==> src/rtl/lcd_pkg.sv <==
// Shared definitions for the LCD write-port arbiter: owner codes, FSM states, word layout.
package lcd_pkg;

  localparam int LCD_DW = 9;
  localparam int DC_BIT = 8;

  localparam logic [1:0] OWN_NONE = 2'd0;
  localparam logic [1:0] OWN_INIT = 2'd1;
  localparam logic [1:0] OWN_PIC  = 2'd2;
  localparam logic [1:0] OWN_CHR  = 2'd3;

  typedef enum logic [2:0] {
    S_INIT,
    S_IDLE,
    S_PIC,
    S_CHR,
    S_GAP
  } arb_state_t;

  function automatic logic [1:0] owner_of(arb_state_t s);
    case (s)
      S_INIT:  return OWN_INIT;
      S_PIC:   return OWN_PIC;
      S_CHR:   return OWN_CHR;
      default: return OWN_NONE;
    endcase
  endfunction

  function automatic logic is_data_word(logic [LCD_DW-1:0] w);
    return w[DC_BIT];
  endfunction

endpackage

==> src/rtl/lcd_arb_watchdog.sv <==
// Idle-cycle counter for the granted requester; expire pulses when the
// TIMEOUT-th consecutive idle cycle is seen.
module lcd_arb_watchdog #(
  parameter int TIMEOUT = 1024,
  parameter int TO_W    = 11
) (
  input  logic sys_clk_50MHz,
  input  logic sys_rst,
  input  logic clr,
  input  logic inc,
  output logic expire
);

  localparam logic [TO_W-1:0] LAST = TO_W'(TIMEOUT - 1);

  logic [TO_W-1:0] cnt;

  assign expire = inc & (cnt == LAST);

  always_ff @(posedge sys_clk_50MHz or posedge sys_rst) begin
    if (sys_rst)
      cnt <= '0;
    else if (clr || expire)
      cnt <= '0;
    else if (inc)
      cnt <= cnt + 1'b1;
  end

endmodule

==> src/rtl/lcd_write_arbiter.sv <==
// Arbitrates the 9-bit LCD write port between init, picture and overlay writers.
// Optional statistics outputs are built when LCD_ARB_STATS_EN is defined.
//
// state  | meaning
// S_INIT | init sequencer owns the port
// S_IDLE | no owner, picking next burst (round-robin)
// S_PIC  | picture writer owns the port
// S_CHR  | overlay writer owns the port
// S_GAP  | one turnaround cycle after a burst ends or is revoked
module lcd_write_arbiter
  import lcd_pkg::*;
#(
  parameter int DATA_W  = LCD_DW,
  parameter int TIMEOUT = 1024,
  parameter int TO_W    = 11
) (
  input  logic              sys_clk_50MHz,
  input  logic              sys_rst,
  input  logic              init_done,
  input  logic [DATA_W-1:0] init_data,
  input  logic              init_valid,
  output logic              init_ready,
  input  logic              pic_req,
  input  logic [DATA_W-1:0] pic_data,
  input  logic              pic_valid,
  output logic              pic_ready,
  output logic              pic_grant,
  input  logic              chr_req,
  input  logic [DATA_W-1:0] chr_data,
  input  logic              chr_valid,
  output logic              chr_ready,
  output logic              chr_grant,
  input  logic              wr_ready,
  output logic [DATA_W-1:0] data,
  output logic              en_write,
  output logic [1:0]        owner,
  output logic              timeout
`ifdef LCD_ARB_STATS_EN
  ,
  output logic [15:0]       stat_pic_words,
  output logic [15:0]       stat_chr_words,
  output logic [7:0]        stat_timeouts
`endif
);

  arb_state_t        state, state_nxt;
  logic              rr_last_chr, rr_nxt;
  logic              to_nxt;
  logic              init_acc, pic_acc, chr_acc, any_acc;
  logic [DATA_W-1:0] acc_word;
  logic              wd_clr, wd_inc, wd_expire;

  // Readiness is gated by registered ownership so reset and grant edges stay clean;
  // a requester dropping req loses ready in the same cycle.
  assign init_ready = (owner == OWN_INIT) & wr_ready;
  assign pic_ready  = pic_grant & pic_req & wr_ready;
  assign chr_ready  = chr_grant & chr_req & wr_ready;

  assign init_acc = init_valid & init_ready;
  assign pic_acc  = pic_valid & pic_ready;
  assign chr_acc  = chr_valid & chr_ready;
  assign any_acc  = init_acc | pic_acc | chr_acc;
  assign acc_word = init_acc ? init_data : (pic_acc ? pic_data : chr_data);

  assign wd_clr = ~(pic_grant | chr_grant) | pic_acc | chr_acc;
  assign wd_inc = wr_ready & ((pic_grant & pic_req & ~pic_valid) |
                              (chr_grant & chr_req & ~chr_valid));

  lcd_arb_watchdog #(
    .TIMEOUT(TIMEOUT),
    .TO_W   (TO_W)
  ) u_wd (
    .sys_clk_50MHz(sys_clk_50MHz),
    .sys_rst      (sys_rst),
    .clr          (wd_clr),
    .inc          (wd_inc),
    .expire       (wd_expire)
  );

  always_comb begin
    state_nxt = state;
    rr_nxt    = rr_last_chr;
    to_nxt    = 1'b0;
    if (!init_done) begin
      state_nxt = S_INIT;
    end else begin
      case (state)
        S_INIT: if (!init_acc) state_nxt = S_IDLE;
        S_IDLE: begin
          if (pic_req && (!chr_req || rr_last_chr)) state_nxt = S_PIC;
          else if (chr_req)                         state_nxt = S_CHR;
        end
        S_PIC: begin
          if (!pic_req) begin
            state_nxt = S_GAP;
            rr_nxt    = 1'b0;
          end else if (wd_expire) begin
            state_nxt = S_GAP;
            rr_nxt    = 1'b0;
            to_nxt    = 1'b1;
          end
        end
        S_CHR: begin
          if (!chr_req) begin
            state_nxt = S_GAP;
            rr_nxt    = 1'b1;
          end else if (wd_expire) begin
            state_nxt = S_GAP;
            rr_nxt    = 1'b1;
            to_nxt    = 1'b1;
          end
        end
        S_GAP:   state_nxt = S_IDLE;
        default: state_nxt = S_INIT;
      endcase
    end
  end

  always_ff @(posedge sys_clk_50MHz or posedge sys_rst) begin
    if (sys_rst) begin
      state       <= S_INIT;
      rr_last_chr <= 1'b1;
      owner       <= OWN_NONE;
      pic_grant   <= 1'b0;
      chr_grant   <= 1'b0;
      timeout     <= 1'b0;
      en_write    <= 1'b0;
      data        <= '0;
    end else begin
      state       <= state_nxt;
      rr_last_chr <= rr_nxt;
      owner       <= owner_of(state_nxt);
      pic_grant   <= (state_nxt == S_PIC);
      chr_grant   <= (state_nxt == S_CHR);
      timeout     <= to_nxt;
      en_write    <= any_acc;
      if (any_acc) data <= acc_word;
    end
  end

`ifdef LCD_ARB_STATS_EN
  always_ff @(posedge sys_clk_50MHz or posedge sys_rst) begin
    if (sys_rst) begin
      stat_pic_words <= '0;
      stat_chr_words <= '0;
      stat_timeouts  <= '0;
    end else begin
      if (pic_acc && stat_pic_words != '1) stat_pic_words <= stat_pic_words + 1'b1;
      if (chr_acc && stat_chr_words != '1) stat_chr_words <= stat_chr_words + 1'b1;
      if (to_nxt && stat_timeouts != '1)   stat_timeouts  <= stat_timeouts + 1'b1;
    end
  end
`endif

endmodule

==> config.mk <==
export PLATFORM = sky130hd
export DESIGN_NAME = lcd_write_arbiter
export DESIGN_NICKNAME = d
export VERILOG_FILES = /design/src/rtl/lcd_pkg.sv /design/src/rtl/lcd_arb_watchdog.sv /design/src/rtl/lcd_write_arbiter.sv
export SDC_FILE = /design/constraint.sdc
export NUM_CORES = 1
export LEC_CHECK = 0
export CORE_MARGIN = 3
export CORE_UTILIZATION = 49
export DETAILED_ROUTE_END_ITERATION = 8
export MAX_ROUTING_LAYER = met4
export PLACE_DENSITY = 0.85
export SLEW_MARGIN = 10
export SYNTH_ARGS = -nofsm -noshare
export SYNTH_HDL_FRONTEND = slang
export SYNTH_SLANG_ARGS = --single-unit
==> constraint.sdc <==
create_clock -name sys_clk_50MHz -period 3.5 [get_ports sys_clk_50MHz]
set_input_delay 0.7 -clock sys_clk_50MHz [delete_from_list [all_inputs] [get_ports sys_clk_50MHz]]
set_output_delay 0.7 -clock sys_clk_50MHz [all_outputs]
set_load 0.05 [all_outputs]
==> impl_summary.txt, run 1 <==
----------------------------------------------------
[Timing]
  Max-slew headroom ... 26.50%
  Hold slack final ... 0.4845 ns
  Top achievable clock speed ... 0.3242 GHz
  Tightest Pin Transition ... 1.101 ns
  Sum of negative setup slack ... 0 ns
  Number of endpoints with negative hold slack in the final report ... 0
  Unrepaired setup endpoints after global routing ... false
  Min cycle time layout ... 3.085 ns
  Period utilization ... 88.13%
  Skew final ... 0.01526 ns
  Slew Limit Fails ... 0
  Final setup violation count ... 0
  Least setup slack across all paths after layout ... 0.4153 ns

[Yosys]
  Proportion of synthesized flip-flops having asynchronous set or reset ... 100.0%
  Fraction of post-synthesis cell area in the top cell type by area ... 44.55%
  Count of unique library cells instantiated by Yosys ... 38
  Area of the mapped netlist ... 0.001629 mm^2
  Post-synthesis register bit count ... 30
  Top_reg_cell synth ... sky130_fd_sc_hd__dfrtp_1
  Fraction of the yosys area taken by sequential cells ... 46.16%
  Ranking of synthesized cells by area ... sky130_fd_sc_hd__dfrtp_1 (45%), sky130_fd_sc_hd__o21ai_0 (7.1%), sky130_fd_sc_hd__nand2_1 (6.7%)
  Number of flops mapped to enable cells by yosys ... 0
  Post-Synthesis Net Count ... 216
  Cell count after synthesis ... 179
  Synthesis warning total ... 0
  Post-Syn Area per Cell ... 9.101 um^2
  Dominant cell type by area after synthesis ... sky130_fd_sc_hd__dfrtp_1

[Placed design]
  Final HPWL DP ... 3094 um
  Final weighted congestion in routability-driven placement ... 0.9783
  Port-buffer cells ... 53
  Worst-case setup slack after placement ... 0.4484 ns
  Post-place instance area ... 0.002196 mm^2

[Drt]
  Via count ... 1512
  Drt drc ... 0
  Final routed wire length divided by cell count ... 14.33 um
  Number of iterations in the first detailed-routing pass ... 4
  Violation count after the first detailed-routing iteration ... 70
  Post-Route WL ... 3984 um
  Count of nets left with antenna violations after detail routing ... 0
  Via density ... 5.439

[Critical path]
  Number of cell instances on the worst register-to-register path ... 6
  Slowest library cell on the worst path ... sky130_fd_sc_hd__clkdlybuf4s50_1
  Worst setup path class ... primary input to output pin
  Family with the most delay on the worst path ... buffers and inverters
  Sort of element at the start of the critical path ... primary input
  Worst path max stage delay ... 0.80 ns
  Buffers and inverters on the worst path ... 2
  Worst r2r src ... u_wd.cnt[0]
  RR Endpoint ... u_wd.cnt[0]
  CP Cell Sequence ... clkdlybuf4s50_1 -> and3_1 -> clkdlybuf4s50_1
  Data arrival time of the critical path ... 2.38 ns
  Highest net fanout along the worst path ... 9
  Worst R2R Setup Slack ... 1.57 ns
  Most frequent CP cell ... sky130_fd_sc_hd__clkdlybuf4s50_1
  Worst setup EP type ... output pin
  Worst Path Required ... 2.80 ns

[Floorplanning]
  Starting Density ... 52.50%
  Number of standard-cell rows in the floorplan ... 20
  Die W ... 63.66 um
  Die Y ... 63.66 um
  Total I/O pin count ... 54
  CORE AREA ... 0.003103 mm^2
  Total die area ... 0.004053 mm^2

[Worst hold path]
  Startpoint of the tightest hold check path ... data[1]
  Worst Hold End ... data[1]
  Worst hold path stage count ... 2
  Hold Path Class ... flip-flop to flip-flop

[GRT]
  Number of global-route vias before repair ... 1514
  First-pass GRT wire length ... 6734 um
  Antenna violations before repair ... 0
  Largest net degree at the start of global routing ... 31
  Total congestion overflow after global routing ... 0
  Total global-route track usage ... 22.25%

[Layout]
  Synth-to-Final Area Change ... 38.48%
  Fillers ... 261
  Most frequent cells in the layout ... sky130_fd_sc_hd__clkdlybuf4s50_1 (53), sky130_fd_sc_hd__nand2_1 (29), sky130_fd_sc_hd__dfrtp_1 (29)
  Post-route cell area ... 0.002256 mm^2
  Antenna diodes ... 0
  Proportion of layout cells with a drive suffix above 1 ... 6.410%
  Most frequent standard cell in the layout excluding fill and tap cells ... sky130_fd_sc_hd__clkdlybuf4s50_1
  Final layout net count ... 270

[Clock network]
  Deepest level of the CTS H-tree ... 2
  Clk sink count ... 30
  CTS clock-pin slew for the worst setup and hold paths ... 0.08 ns
  Clock buffer count from CTS ... 5
  Setup Buffers After CTS ... 0
  Worst-Skew Late Latency ... 0.33 ns
  Hold buffer count at CTS ... 0
  Maximum buffer depth of the clock tree ... 2
  CTS resizes ... 0
  Clock tree from TritonCTS ... yes
  Root buffer cell ... sky130_fd_sc_hd__clkbuf_4

[Status]
  Run status ... complete, no violations

[Run]
  Max-cap check violation count ... 0

[Power]
  Overall power after layout ... 1233 uW
  Worst vdd ir ... 387.5 uV
  Pwr dens ... 546.7 mW/mm^2
  Reported leakage power ... 0.001005 uW

----------------------------------------------------
## worst reg2reg max path: cells and delay by family, from the launching register on
kind	cells	cell delay [ns]
adders and majority gates	1	0.23
and+or+nand+nor	3	0.57
AOI/OAI and AO/OA	2	0.62
DFF	1	0.41
## kinds of logic after synthesis
group                    Yosys count  synth area share, %
flip-flops                        30                46.16
adder cells (fa/ha/maj)            1               0.7679
buffers and inverters             16                4.608
AO/OA/AOI/OAI                     41                15.82
XOR/XNOR                           7                3.764
AND/OR/NAND/NOR                   74                22.74
multiplexers                      10                6.145
## sequential cells by signal, indices dropped and copies added (netlist names)
signal / cells
chr_grant: 1
data: 9
en_write: 1
owner: 2
pic_grant: 1
rr_last_chr: 1
state: 3
timeout: 1
u_wd.cnt: 11
## layer usage
layer | routed length (um) | up-vias | global-route usage, %
met1 | 1638 | 722 | 23.95
met4 | 69 | 0 | 9.434
met2 | 2126 | 39 | 38.20
li1 | - | 746 | -
met3 | 150 | 5 | 6.239
met5 | 0 | - | -
## power breakdown
group          leakage, uW  switching, uW  internal, uW
Sequential        0.000394           45.8           413
Combinational     0.000576            361           199
Clock            0.0000353            117          97.2
Total              0.00100            524           710
## how the worst max path moves through the flow
stage	slack (ns)	end	from	cells past startpoint
4_1_cts	0.44	chr_ready	wr_ready	3
3_3_place_gp	0.48	chr_ready	wr_ready	3
6_report	0.42	chr_ready	wr_ready	3
5_1_grt	0.37	chr_ready	wr_ready	3
3_5_place_dp	0.45	chr_ready	wr_ready	3
2_1_floorplan	1.45	owner[0]	wr_ready	6
## area by class of cell
| type | count | area, um^2 | area share [%] |
|---|---|---|---|
| clock buffers | 7 | 55.05 | 2.440 |
| clock inverters | 1 | 5.005 | 0.2219 |
| inverters | 5 | 18.77 | 0.8319 |
| multi-input cells | 133 | 802.0 | 35.55 |
| flip-flops and latches | 30 | 752.0 | 33.33 |
| well taps | 44 | 55.05 | 2.440 |
| repair buffers | 58 | 568.0 | 25.18 |
## Yosys cell counts, drive strengths merged (4+ instances only)
master,count
mux2i,10
dfrtp,29
xnor2,6
nand2,29
nor3,4
nand4,4
nand4b,4
nor2,13
buf,8
o21ai,23
a21oi,6
nand3,4
inv,5
## per-stage QoR
step / utilization [%] / std cells
6_report: 72.70 / 278
5_1_grt: 72.70 / 278
4_1_cts: 72.70 / 278
3_5_place_dp: 70.77 / 270
3_3_place_gp: 70.77 / 270
2_1_floorplan: - / 179
(Power assumes the default switching activity.)
==> inputs of run 2 (changes only) <==
==> constraint.sdc (replaced) <==
create_clock -name sys_clk_50MHz -period 3.5 [get_ports sys_clk_50MHz]
set_input_delay 0.7 -clock sys_clk_50MHz [delete_from_list [all_inputs] [get_ports sys_clk_50MHz]]
set_output_delay 0.7 -clock sys_clk_50MHz [all_outputs]
set_load 0.01 [all_outputs]
==> run 2 against run 1 <==
Core utilization shrank 0.24 points. Non-clock buffer count shrank 1. Worst setup slack gained 0.27 ns. Worst hold slack lost 0.00083 ns. Fmax grew 9.5%. Register-to-register slack is essentially flat. Sequential share of layout area grew 0.11 points. First-iteration DRC count is the same. Combinational power shrank 36%. Highest routed layer unchanged. Clock skew shrank 0.0037 ns. Critical endpoint unchanged. Critical path depth is the same.
==> impl_summary.txt, run 2 (synthesized netlist as in run 1, its figures left out) <==
----------------------------------------------------
[Status]
  Run status ... complete, no violations

[Floorplanning]
  Total die area ... 0.004053 mm^2
  Number of standard-cell rows in the floorplan ... 20
  Starting Density ... 52.50%
  CORE AREA ... 0.003103 mm^2
  Die Y ... 63.66 um
  Die W ... 63.66 um
  Total I/O pin count ... 54

[Clock network]
  CTS clock-pin slew for the worst setup and hold paths ... 0.09 ns
  Hold buffer count at CTS ... 0
  Worst-Skew Late Latency ... 0.33 ns
  Deepest level of the CTS H-tree ... 2
  Setup Buffers After CTS ... 0
  Clk sink count ... 30
  Root buffer cell ... sky130_fd_sc_hd__clkbuf_4
  CTS resizes ... 0
  Clock tree from TritonCTS ... yes
  Clock buffer count from CTS ... 5
  Maximum buffer depth of the clock tree ... 2

[Timing]
  Number of endpoints with negative hold slack in the final report ... 0
  Sum of negative setup slack ... 0 ns
  Final setup violation count ... 0
  Unrepaired setup endpoints after global routing ... false
  Top achievable clock speed ... 0.3549 GHz
  Skew final ... 0.01157 ns
  Slew Limit Fails ... 0
  Period utilization ... 80.51%
  Max-slew headroom ... 29.89%
  Tightest Pin Transition ... 1.045 ns
  Least setup slack across all paths after layout ... 0.6821 ns
  Min cycle time layout ... 2.818 ns

[Critical path]
  Sort of element at the start of the critical path ... primary input
  Highest net fanout along the worst path ... 10
  Worst r2r src ... u_wd.cnt[0]
  Worst Path Required ... 2.80 ns
  Worst setup EP type ... output pin
  RR Endpoint ... u_wd.cnt[0]
  Worst setup path class ... primary input to output pin
  Worst R2R Setup Slack ... 1.56 ns
  Number of cell instances on the worst register-to-register path ... 6
  Data arrival time of the critical path ... 2.12 ns

[Drt]
  Drt drc ... 0
  Count of nets left with antenna violations after detail routing ... 0
  Number of iterations in the first detailed-routing pass ... 4
  Via count ... 1532
  Violation count after the first detailed-routing iteration ... 70
  Via density ... 5.531
  Post-Route WL ... 4115 um
  Final routed wire length divided by cell count ... 14.86 um

[Power]
  Part of the total power dissipated in combinational logic ... 34.9%
  Pwr dens ... 459.4 mW/mm^2
  Worst vdd ir ... 312.8 uV
  Internal power ... 710.1 uW
  Clk pwr share ... 20.7%
  Sequential group share of total power ... 44.5%
  Switch share ... 31.25%
  Reported leakage power ... 0.0009961 uW
  Net Switching ... 322.9 uW
  Overall power after layout ... 1033 uW

[Placed design]
  Port-buffer cells ... 53
  Worst-case setup slack after placement ... 0.7083 ns
  Final weighted congestion in routability-driven placement ... 0.9366
  Final HPWL DP ... 3153 um

[Layout]
  Antenna diodes ... 0
  Register name with the most flops ... u_wd.cnt
  Util after Layout ... 72.46%
  Registers with the most flip-flops ... u_wd.cnt (11), data (9), state (3)
  Proportion of layout cells with a drive suffix above 1 ... 6.009%
  Synth-to-Final Area Change ... 38.02%
  Most frequent standard cell in the layout excluding fill and tap cells ... sky130_fd_sc_hd__clkdlybuf4s50_1
  Most frequent cells in the layout ... sky130_fd_sc_hd__clkdlybuf4s50_1 (53), sky130_fd_sc_hd__nand2_1 (29), sky130_fd_sc_hd__dfrtp_1 (29)
  Number of flip-flops in the largest register ... 11
  Final layout net count ... 269

[Worst hold path]
  Worst Hold End ... data[5]
  Worst hold path stage count ... 2
  Hold Path Class ... flip-flop to flip-flop
  Startpoint of the tightest hold check path ... data[5]

[GRT]
  Total global-route track usage ... 22.57%
  Antenna violations before repair ... 0
  Total congestion overflow after global routing ... 0
  Largest net degree at the start of global routing ... 31
  First-pass GRT wire length ... 6913 um
  Number of global-route vias before repair ... 1516

[Run]
  Max-cap check violation count ... 0

----------------------------------------------------
-- run 2: changes by cell type in the layout (fill, tap and decap cells not counted), sizes merged --
| cell | change |
|---|---|
| buf | -1 |
| inv | -1 |
| clkinv | +1 |
-- run 2: critical path, stage by stage --
cell and delay [ns]:
sky130_fd_sc_hd__clkdlybuf4s50_1 0.66, sky130_fd_sc_hd__and3_1 0.22, sky130_fd_sc_hd__clkdlybuf4s50_1 0.53
-- run 2: final cells by class --
| cell class | instances | area, um^2 |
|---|---|---|
| Multi-Input combinational cell | 133 | 802.0 |
| Fill cell | 281 | 854.6 |
| Tap cell | 44 | 55.05 |
| Clock buffer | 7 | 55.05 |
| Clock inverter | 1 | 5.005 |
| Timing Repair Buffer | 57 | 560.5 |
| Inverter | 5 | 18.77 |
| Sequential cell | 30 | 752.0 |
-- run 2: power by group through the flow --
stage / Clock [uW] / Combinational (uW) / Sequential, uW
finish: 213 / 360 / 459
detailed placement: 0 / 361 / 466
global placement: 0 / 352 / 461
global route: 241 / 398 / 471
CTS: 219 / 363 / 460
floorplan: 0 / 136 / 486
-- run 2: how the worst max path moves through the flow --
stage,startpoint,endpoint,slack (ns),depth (start not counted)
6_report,chr_req,chr_ready,0.68,3
2_1_floorplan,wr_ready,owner[0],1.46,6
3_3_place_gp,chr_req,chr_ready,0.71,3
3_5_place_dp,chr_req,u_wd.cnt[0],0.71,6
5_1_grt,chr_req,chr_ready,0.63,3
4_1_cts,chr_req,chr_ready,0.70,3
-- run 2: metal layers --
| layer | wire length [um] | part of all wire (%) | global-route usage [%] | vias to the layer above |
|---|---|---|---|---|
| li1 | - | - | - | 740 |
| met1 | 1596 | 39 | 24.66 | 733 |
| met2 | 2277 | 55 | 39.90 | 47 |
| met3 | 148 | 3.6 | 5.704 | 12 |
| met4 | 93 | 2.3 | 7.278 | 0 |
| met5 | 0 | 0 | - | - |
-- run 2: stage by stage --
step | hold slack (ns) | std cells | instance area, um^2
6_report | 0.4837 | 277 | 2248
5_1_grt | 0.5329 | 277 | 2248
4_1_cts | 0.4894 | 277 | 2248
3_5_place_dp | 0.4692 | 269 | 2188
3_3_place_gp | 0.4602 | 269 | 2188
2_1_floorplan | 0.4761 | 179 | 1629
==> inputs of run 3 (changes only) <==
--- a/config.mk
+++ b/config.mk
@@ -6,10 +6,10 @@
 export NUM_CORES = 1
 export LEC_CHECK = 0
 export CORE_MARGIN = 3
-export CORE_UTILIZATION = 49
+export CORE_UTILIZATION = 45
 export DETAILED_ROUTE_END_ITERATION = 8
 export MAX_ROUTING_LAYER = met4
-export PLACE_DENSITY = 0.85
+export PLACE_DENSITY = 0.79
 export SLEW_MARGIN = 10
 export SYNTH_ARGS = -nofsm -noshare
 export SYNTH_HDL_FRONTEND = slang
==> constraint.sdc (replaced) <==
create_clock -name sys_clk_50MHz -period 2.7 [get_ports sys_clk_50MHz]
set_input_delay 0.54 -clock sys_clk_50MHz [delete_from_list [all_inputs] [get_ports sys_clk_50MHz]]
set_output_delay 0.54 -clock sys_clk_50MHz [all_outputs]
set_load 0.01 [all_outputs]
==> run 3 against run 2 <==
Worst setup slack worse by 0.49 ns. Wire length decreased by 10%. Register-to-register slack worse by 0.72 ns.
==> impl_summary.txt, run 3 (synthesized netlist as in run 1, its figures left out) <==
----------------------------------------------------
[Timing]
  Unrepaired setup endpoints after global routing ... false
  Max-slew headroom ... 63.82%
  Hold slack final ... 0.4812 ns
  Skew final ... 0.003216 ns
  Top achievable clock speed ... 0.3982 GHz
  Sum of negative setup slack ... 0 ns
  Tightest Pin Transition ... 0.5427 ns
  Number of endpoints with negative hold slack in the final report ... 0
  Slew Limit Fails ... 0
  Period utilization ... 93.00%
  Min cycle time layout ... 2.511 ns
  Final setup violation count ... 0

[Worst hold path]
  Startpoint of the tightest hold check path ... data[0]
  Hold Path Class ... flip-flop to flip-flop
  Worst hold path stage count ... 2
  Worst Hold End ... data[0]

[GRT]
  Total congestion overflow after global routing ... 0
  Largest net degree at the start of global routing ... 31
  First-pass GRT wire length ... 5934 um
  Antenna violations before repair ... 0
  Number of global-route vias before repair ... 1333
  Total global-route track usage ... 18.18%

[Critical path]
  Worst path max stage delay ... 0.66 ns
  Worst r2r src ... u_wd.cnt[0]
  RR Endpoint ... owner[0]
  Worst setup EP type ... output pin
  Worst setup path class ... primary input to output pin
  Worst Path Required ... 2.16 ns
  Family with the most delay on the worst path ... buffers and inverters
  Slowest library cell on the worst path ... sky130_fd_sc_hd__clkdlybuf4s50_1
  Highest net fanout along the worst path ... 9
  Most frequent CP cell ... sky130_fd_sc_hd__clkdlybuf4s50_1
  Sort of element at the start of the critical path ... primary input
  Buffers and inverters on the worst path ... 2
  Data arrival time of the critical path ... 1.97 ns
  Worst R2R Setup Slack ... 0.84 ns
  CP Cell Sequence ... clkdlybuf4s50_1 -> and3_1 -> clkdlybuf4s50_1
  Number of cell instances on the worst register-to-register path ... 6

[Layout]
  Number of flip-flops in the largest register ... 11
  Most frequent cells in the layout ... sky130_fd_sc_hd__clkdlybuf4s50_1 (53), sky130_fd_sc_hd__nand2_1 (29), sky130_fd_sc_hd__dfrtp_1 (29)
  Final layout net count ... 271
  Util after Layout ... 65.90%
  Register name with the most flops ... u_wd.cnt
  Antenna diodes ... 0
  Proportion of layout cells with a drive suffix above 1 ... 5.983%
  Most frequent standard cell in the layout excluding fill and tap cells ... sky130_fd_sc_hd__clkdlybuf4s50_1
  Registers with the most flip-flops ... u_wd.cnt (11), data (9), state (3)
  Synth-to-Final Area Change ... 38.17%
  Fillers ... 294

[Power]
  Pwr dens ... 576.4 mW/mm^2
  Worst vdd ir ... 483.5 uV
  Reported leakage power ... 0.0009991 uW

[Floorplanning]
  Total die area ... 0.004378 mm^2
  Starting Density ... 47.69%
  Die Y ... 66.17 um
  Number of standard-cell rows in the floorplan ... 21
  Total I/O pin count ... 54
  CORE AREA ... 0.003416 mm^2
  Die W ... 66.17 um

[Clock network]
  Setup Buffers After CTS ... 0
  Worst-Skew Late Latency ... 0.31 ns
  Clock tree from TritonCTS ... yes
  CTS clock-pin slew for the worst setup and hold paths ... 0.08 ns
  Hold buffer count at CTS ... 0
  Maximum buffer depth of the clock tree ... 2
  CTS resizes ... 0
  Clk sink count ... 30
  Root buffer cell ... sky130_fd_sc_hd__clkbuf_4
  Deepest level of the CTS H-tree ... 2
  Clock buffer count from CTS ... 5

[Run]
  Max-cap check violation count ... 0

[Drt]
  Drt drc ... 0
  Number of iterations in the first detailed-routing pass ... 4
  Final routed wire length divided by cell count ... 13.17 um
  Count of nets left with antenna violations after detail routing ... 0
  Via density ... 5.189
  Post-Route WL ... 3688 um
  Violation count after the first detailed-routing iteration ... 88
  Via count ... 1453

[Placed design]
  Final HPWL DP ... 2810 um
  Port-buffer cells ... 53
  Final weighted congestion in routability-driven placement ... 0.9197

[Status]
  Run status ... complete, no violations

----------------------------------------------------
run 3: changes by cell type in the layout (fill, tap and decap cells not counted):
cell,delta
sky130_fd_sc_hd__clkbuf_1,+1
sky130_fd_sc_hd__clkinv_1,-1
sky130_fd_sc_hd__inv_1,+1
sky130_fd_sc_hd__clkinv_2,-1
sky130_fd_sc_hd__buf_4,+2
sky130_fd_sc_hd__clkbuf_8,-1
run 3: worst reg2reg max path: cells and delay by family, from the launching register on:
| kind | cells | cell delay, ns |
|---|---|---|
| adders and majority gates | 1 | 0.22 |
| xor gates and xnor gates | 1 | 0.14 |
| DFF | 1 | 0.41 |
| and+or+nand+nor | 2 | 0.26 |
| AOI/OAI and AO/OA | 2 | 0.78 |
run 3: power breakdown:
group	internal, uW	switching, uW	total (uW)
logic	263	207	470
clock network	98.0	135	233
registers	536	58.4	594
total	897	401	1300
run 3: routing by layer:
metal  up-vias  share of wire (%)  wire length (um)  global-route usage, %
li1        744                  -                 -                      -
met1       665                 46              1680                  24.43
met2        40                 49              1813                  27.14
met3         4                4.0               148                  3.571
met4         0                1.2                46                  6.853
met5         -                  0                 0                      -
run 3: layout make-up:
cell class | count | area, um^2 | area share (%)
multi-input combinational | 133 | 802.0 | 35.63
timing repair buffer | 59 | 575.6 | 25.57
sequential | 30 | 752.0 | 33.41
tap | 46 | 57.56 | 2.557
inverter | 5 | 18.77 | 0.8338
clock buffer | 7 | 45.04 | 2.001
run 3: through the flow:
stage               total power, uW  setup slack (ns)  instances  area [um^2]
global route                   1387            0.1664        280         2251
detailed placement             1074            0.1580        273         2206
finish                         1297            0.1889        280         2251
global placement               1066            0.2213        273         2206
CTS                            1311            0.2286        280         2251
floorplan                     806.3            0.8222        179         1629
run 3: worst max-delay path by stage:
stage,from,to,slack [ns],cells after the start
2_1_floorplan,wr_ready,owner[0],0.82,6
3_3_place_gp,pic_req,owner[0],0.22,6
3_5_place_dp,wr_ready,owner[0],0.16,6
4_1_cts,wr_ready,chr_ready,0.23,3
5_1_grt,wr_ready,chr_ready,0.17,3
6_report,wr_ready,chr_ready,0.19,3
